## config.mk

```make
export PLATFORM = sky130hd
export DESIGN_NAME = best_weight_keeper
export DESIGN_NICKNAME = d
export VERILOG_FILES = /design/src/rtl/best_weight_keeper.sv
export SDC_FILE = /design/constraint.sdc
export NUM_CORES = 1
export LEC_CHECK = 0
export CAP_MARGIN = 40
export CORE_UTILIZATION = 35
export DETAILED_ROUTE_END_ITERATION = 8
export PLACE_DENSITY = 0.49
export SYNTH_ARGS = -nofsm -noshare
export SYNTH_HDL_FRONTEND = slang
export SYNTH_SLANG_ARGS = --single-unit
```

## constraint.sdc

```tcl
create_clock -name clk -period 7.92 [get_ports clk]
set_input_delay 1.584 -clock clk [delete_from_list [all_inputs] [get_ports clk]]
set_output_delay 1.584 -clock clk [all_outputs]
set_load 0.05 [all_outputs]
```

## src/rtl/best_weight_keeper.sv

```systemverilog
// best_weight_keeper
//   Collects one epoch of NUM_WEIGHTS weight beats into a shadow bank, waits
//   for that epoch's error, and copies the shadow bank into the best bank
//   whenever the error is strictly lower than the best seen so far.
//
// Ports
//   clk, rst                    rising-edge clock, synchronous active-high reset
//   w_valid, w_data, w_last     weight beat stream (w_last on the final beat)
//   err_valid, err_data         per-epoch error (unsigned)
//   training_finish             readout from the best bank, blocks new epochs
//   rd_addr -> rd_data          registered readout, 1-cycle latency
//   busy                        high while waiting for an error or committing
//   best_valid, best_err        a best epoch exists / its error
//   epoch_cnt                   completed epochs, saturating at 16'hFFFF
//   protocol_err                sticky framing error
//   early_stop                  patience exhausted (sticky)
//
// Optional feature: define BEST_WEIGHT_PATIENCE_EN to enable the stall
// counter and early_stop. Without it early_stop is tied low.
module best_weight_keeper #(
  parameter int BIT_WIDTH   = 32,
  parameter int EXTRA_BIT   = 2,
  parameter int NUM_WEIGHTS = 8,
  parameter int ERR_WIDTH   = 32,
  parameter int PATIENCE    = 4
) (
  input  logic                           clk,
  input  logic                           rst,
  input  logic                           w_valid,
  input  logic [BIT_WIDTH+EXTRA_BIT-1:0] w_data,
  input  logic                           w_last,
  input  logic                           err_valid,
  input  logic [ERR_WIDTH-1:0]           err_data,
  input  logic                           training_finish,
  input  logic [$clog2(NUM_WEIGHTS)-1:0] rd_addr,
  output logic [BIT_WIDTH+EXTRA_BIT-1:0] rd_data,
  output logic                           busy,
  output logic                           best_valid,
  output logic [ERR_WIDTH-1:0]           best_err,
  output logic [15:0]                    epoch_cnt,
  output logic                           protocol_err,
  output logic                           early_stop
);
  localparam int W  = BIT_WIDTH + EXTRA_BIT;
  localparam int AW = $clog2(NUM_WEIGHTS);
  // ptr must be able to reach NUM_WEIGHTS to detect an overlong epoch
  localparam int PW = AW + 1;
  localparam logic [PW-1:0] NW_P     = PW'(NUM_WEIGHTS);
  localparam logic [PW-1:0] LAST_IDX = PW'(NUM_WEIGHTS - 1);

  typedef enum logic [1:0] {IDLE, COLLECT, WAIT_ERR, COMMIT} state_t;

  state_t               state;
  logic [PW-1:0]        ptr;
  logic [W-1:0]         shadow [NUM_WEIGHTS];
  logic [W-1:0]         best   [NUM_WEIGHTS];
  logic [ERR_WIDTH-1:0] pend_err;

  wire improve = !best_valid || (err_data < best_err);

  assign busy = (state == WAIT_ERR) || (state == COMMIT);

  always_ff @(posedge clk) begin
    if (rst) begin
      state        <= IDLE;
      ptr          <= '0;
      pend_err     <= '0;
      best_valid   <= 1'b0;
      best_err     <= '0;
      epoch_cnt    <= '0;
      protocol_err <= 1'b0;
      for (int i = 0; i < NUM_WEIGHTS; i++) begin
        shadow[i] <= '0;
        best[i]   <= '0;
      end
    end else begin
      case (state)
        IDLE: begin
          if (w_valid && !training_finish) begin
            shadow[0] <= w_data;
            // NUM_WEIGHTS >= 2, so a last flag on the first beat is a framing error
            if (w_last) begin
              protocol_err <= 1'b1;
              ptr          <= '0;
            end else begin
              ptr   <= PW'(1);
              state <= COLLECT;
            end
          end
        end
        COLLECT: begin
          if (w_valid) begin
            if (ptr < NW_P) shadow[ptr[AW-1:0]] <= w_data;
            if (w_last && ptr == LAST_IDX) begin
              state <= WAIT_ERR;
            end else if (w_last || ptr == NW_P) begin
              protocol_err <= 1'b1;
              ptr          <= '0;
              state        <= IDLE;
            end else begin
              ptr <= ptr + PW'(1);
            end
          end
        end
        WAIT_ERR: begin
          if (err_valid) begin
            pend_err <= err_data;
            ptr      <= '0;
            if (epoch_cnt != 16'hFFFF) epoch_cnt <= epoch_cnt + 16'd1;
            // strict compare: a tie keeps the earlier best epoch
            state <= improve ? COMMIT : IDLE;
          end
        end
        COMMIT: begin
          for (int i = 0; i < NUM_WEIGHTS; i++) best[i] <= shadow[i];
          best_err   <= pend_err;
          best_valid <= 1'b1;
          state      <= IDLE;
        end
        default: state <= IDLE;
      endcase
    end
  end

  // Readout: best bank only once training is finished and a best exists
  always_ff @(posedge clk) begin
    if (rst) begin
      rd_data <= '0;
    end else if (PW'(rd_addr) >= NW_P) begin
      rd_data <= '0;
    end else if (training_finish && best_valid) begin
      rd_data <= best[rd_addr];
    end else begin
      rd_data <= shadow[rd_addr];
    end
  end

`ifdef BEST_WEIGHT_PATIENCE_EN
  localparam int SW = $clog2(PATIENCE + 1) + 1;
  localparam logic [SW-1:0] PAT = SW'(PATIENCE);

  logic [SW-1:0] stall;

  always_ff @(posedge clk) begin
    if (rst) begin
      stall      <= '0;
      early_stop <= 1'b0;
    end else if (state == COMMIT) begin
      stall <= '0;
    end else if (state == WAIT_ERR && err_valid && !improve) begin
      if (stall < PAT) stall <= stall + SW'(1);
      // stall is about to reach PATIENCE with this non-improving epoch
      if (stall + SW'(1) >= PAT) early_stop <= 1'b1;
    end
  end
`else
  assign early_stop = 1'b0;
`endif

endmodule

```

; ---- After elaboration in Yosys (flattened, before gate mapping)
; Memories as Yosys holds them, arrays and structs flattened.
; Index checks and enable logic that the tools add are counted.
[totals]
regBits = 122
ram_bits = 544
elab_cells = 102
memories = 2
[op_classes]
add_sub_neg = 2
n_lt_le_gt_ge = 2
n_eq_ne = 14
muxes = 48
bitwise = 9
n_reduce_logical = 17
[mem_list]
columns = memory, words, width, rd, rd_ports_with_merged_regs, wr, line
row1 = best, 8, 34, 1, 0, 8, 56  ; logic [W-1:0] best [NUM_WEIGHTS];
row2 = shadow, 8, 34, 9, 0, 8, 55  ; logic [W-1:0] shadow [NUM_WEIGHTS];
[ops]
columns = cell, n
row1 = 2-to-1 mux 34 bit, 11
row2 = OR reduction 34 bit, 1
row3 = less-than comparator 32 bit, 1
row4 = 2-to-1 mux 1 bit, 21
row5 = 2-to-1 mux 4 bit, 5
row6 = "adder 16 x 1 -> 16 bit, second input constant", 1
row7 = "inequality test 16 bit, second input constant", 1
row8 = 2-to-1 mux 2 bit, 7
row9 = "inequality test 2 bit, second input constant", 7
row10 = case mux 4 bit (3 select lines), 1
row11 = AND reduction 5 bit, 2
row12 = bitwise OR 1 bit, 9
row13 = case mux 2 bit (4 select lines), 1
row14 = AND reduction 6 bit, 1
row15 = "adder 4 x 1 -> 4 bit, second input constant", 1
row16 = "equality test 2 bit, second input constant", 2
row17 = "equality test 4 x 3 -> 1 bit, second input constant", 1
row18 = "equality test 4 bit, second input constant", 1
row19 = "less-than comparator 4 bit, second input constant", 1
row20 = logical AND 1 bit, 3
row21 = logical OR 1 bit, 3
row22 = 2-to-1 mux 3 bit, 1
row23 = "inequality test 3 bit, second input constant", 1
row24 = AND reduction 3 bit, 1
row25 = 7 further kinds, 8

; ---- Logic depth before layout (Yosys ltp)
[logic_depth]
word_depth = 8
depth_mapped = 9
ltp_nobuf = 8

; ---- Least setup slack after synthesis
; No wires, ideal clock.
[synth_timing]
kind = in2reg
startpoint = input port rst
endpoint = memory best[0][0] in the netlist's numbering (enable)
arrival_time_ns = 5.717
required_time_ns = 7.399
slack_ns = 1.682
stages = 4
path_buffers = 3
path_cell_list = clkbuf_1 -> clkbuf_1 -> clkbuf_1 -> or2_2
[synth_rtl]
columns = element, line
row1 = "start, declared", 28  ; input logic rst,
row2 = "end, declared", 56

==> impl_metrics.py <==
metrics = {
    "sta": {
        "fin_ws_ns": 3.68,
        "hold_violations": 0,
        "fin_skew_ns": 0.0227,
        "finalSetupTns_ns": 0,
        "rsz0062_at_grt": "no",
        "finalCriticalPeriod_ns": 4.24,
        "final-setup-viol-count": 0,
        "slew_headroom_pct": 33.3,
        "fin_hold_ws_ns": 0.455,
        "worstMarginPinSlew_ns": 1.00,
        "final_max_slew_viol_count": 0,
        "period_share_pct": 53.6,
        "max_freq_mhz": 236,
    },
    "critical_path": {
        "r2r_cells": 8,
        "crit_type": "in -> reg",
        "r2r_slack_ns": 4.81,
        "worst-path-max-fanout": 76,
        "worstSetupStartpointType": "primary input",
        "required_ns": 8.26,
        "rr_endpoint": "shadow[4][29]",
        "worstReg2RegStart": "state[1]",
        "cp-end-kind": "flop",
        "cp.arrival_ns": 4.58,
    },
    "global_routing": {
        "grt-ovfl-total": 0,
        "grt_pass1_wl_mm": 107,
        "grt_pass1_vias": 17000,
        "grtUsageTotal_pct": 16.7,
        "grt_antenna_before_repair": 3,
        "grt_max_degree": 205,
    },
    "synth": {
        "async_flop_share_pct": 0,
        "syn_area_um2": 29300,
        "synthTopCellsByArea": "edfxtp_1, mux4_2, and2_1",
        "synth_top_area_cell": "edfxtp_1",
        "synth_cell_types": 56,
        "ys_ff_latch": 666,
        "yosysMostFrequentCell": "edfxtp_1",
        "yosys_warnings": 0,
        "syn_nets": 2069,
        "synth_top_area_share_pct": 55.8,
        "ys_seq_area_share_pct": 64.2,
        "ys.flop_type": "edfxtp_1",
        "syn_avg_cell_area_um2": 15.0,
        "synth_enable_flop_cells": 544,
        "synthTopCellsByCount": "edfxtp_1, and2_1, mux4_2",
        "syn_inst": 1955,
    },
    "final_layout": {
        "nets": 2218,
        "drive_gt1_share_pct": 15.6,
        "fillCellCount": 7420,
        "finalCoreUtilization_pct": 42.1,
        "areaGrowthSynthToFinish_pct": 18.5,
    },
    "power_and_ir_drop": {
        "power_switching_uw": 1740,
        "pwr-share-clk_pct": 43.3,
        "pwr-share-comb_pct": 6.6,
        "power.static_leakage_uw": 0.0121,
        "finalPower_uw": 7910,
        "swShare_pct": 22.0,
        "power_density_nw_per_um2": 228,
        "p_int_uw": 6170,
        "seq_power_share_pct": 50.1,
        "ir_drop_mv": 0.152,
    },
    "cts": {
        "clockBufferDepth": 3,
        "cts_resized": 0,
        "hold_buffers": 0,
        "post_cts_buffers": 0,
        "h-tree-depth": 3,
        "cts_root_buf": "clkbuf_16",
        "clock-sinks": 666,
        "cts_tree": "yes",
        "cts_made_buffers": 76,
        "clk_latency_ns": 0.61,
        "clkTransAtPathRegs_ns": 0.06,
    },
    "hold_path": {
        "hold_depth": 2,
        "hold_path_class": "reg -> reg",
        "min-delay-start": "pend_err[24]",
        "worstHoldEndpoint": "pend_err[24]",
    },
    "die": {
        "die_y_um": 291,
        "io_pins": 161,
        "fp.dieW_um": 291,
        "rows": 105,
        "initial_core_util_pct": 35.5,
        "core_area_um2": 82400,
        "die-area_um2": 84800,
    },
    "drt": {
        "ant_nets": 0,
        "wl_per_cell_um": 21.5,
        "routed_wl_mm": 69.7,
        "dr.pass1.iters": 4,
        "vias": 15900,
        "drt-initial-drc-count": 802,
        "route.detailed.drc": 0,
        "via_per_inst": 4.91,
    },
    "placed_design": {
        "pre_cts_slack_ns": 3.00,
        "io_buffers": 159,
        "gp_congestion": 0.743,
        "dpl.hpwl_mm": 42.0,
    },
    "job": {
        "cap_violations": 0,
    },
    "outcome": {
        "status": "finished clean",
    },
}
## critical path, stage by stage
cell	delay, ns
buf_6	0.48
buf_4	0.41
buf_16	0.29
buf_4	0.58
o32a_2	0.58
buf_4	0.44
nor2b_1	0.08
## layer usage
metal	GRT usage (%)	share of wire [%]
met1	22.0	45
met2	28.2	50
met3	2.78	3.6
met4	4.74	2.0
met5	0	0
## worst max-delay path by stage
stage | start | end | slack, ns | cells after the start
finish | rst | shadow[0][26] | 3.68 | 7
global route | rst | shadow[7][12] | 3.42 | 6
CTS | rst | shadow[2][26] | 3.63 | 6
detailed placement | rst | shadow[2][27] | 3.00 | 6
global placement | rst | shadow[0][19] | 2.79 | 6
floorplan | rst | best[0][0] | 1.68 | 4
## power by group through the flow
stage	registers (uW)	clock network, uW	logic (uW)
final	3960	3420	520
after global routing	3970	3660	561
after CTS	3960	3530	536
after detailed placement	4030	0	533
after global placement	4030	0	523
after floorplan	4070	0	281
## final cells by class
| type | instances | area [um^2] | share of cell area (%) |
|---|---|---|---|
| tap | 1070 | 1340 | 3.86 |
| antenna | 2 | 5.00 | 0.0144 |
| clock inverter | 26 | 249 | 0.718 |
| clock buffer | 115 | 2170 | 6.26 |
| sequential | 666 | 18800 | 54.1 |
| inverter | 38 | 143 | 0.411 |
| timing repair buffer | 191 | 2070 | 5.97 |
| multi-input combinational | 1131 | 9920 | 28.6 |
## cells by family (layout without fill, tap and decap cells)
family | Yosys count | count (layout) | synth area share [%]
other | 1 | 3 | 0.0128
buffers and inverters | 158 | 370 | 2.21
adders and majority gates | 39 | 39 | 1.67
DFF | 666 | 666 | 64.2
muxes | 203 | 203 | 14.2
AOI/OAI and AO/OA | 79 | 79 | 1.54
xor gates and xnor gates | 15 | 15 | 0.449
and+or+nand+nor | 794 | 794 | 15.7
## through the flow
step,cell area [um^2],instances
floorplan,29300,1955
global placement,32000,3084
detailed placement,32300,3096
CTS,34700,3237
global route,34700,3239
finish,34700,3239
## cells in the final DEF (no fill, tap or decap), types with 2 or more instances in the layout
master / instances
a211oi_1: 3
a21oi_1: 50
a31oi_1: 4
and2_1: 443
buf_12: 6
buf_16: 8
buf_4: 19
buf_6: 2
bufinv_16: 4
clkbuf_1: 30
clkbuf_16: 79
clkbuf_8: 6
clkdlybuf4s50_1: 155
clkinv_1: 9
clkinv_2: 9
clkinv_8: 2
dfxtp_1: 122
diode_2: 2
edfxtp_1: 544
ha_1: 38
inv_1: 38
inv_6: 2
mux2i_1: 32
mux4_2: 170
nand2_1: 90
nand2b_1: 2
nand3_1: 4
nand3b_1: 3
nand4_1: 12
nor2_1: 61
nor2_4: 7
nor2b_1: 137
nor2b_4: 2
nor3_1: 8
nor4_1: 2
o21ai_0: 10
or2_2: 8
xnor2_1: 8
xor2_1: 7
## flip-flops by register name, summed over array words and instances (netlist names)
name,cells
best,272
shadow,272
rd_data,34
best_err,32
pend_err,32
epoch_cnt,16
ptr,4
state,2
best_valid,1
protocol_err,1
(Power assumes the default switching activity.)
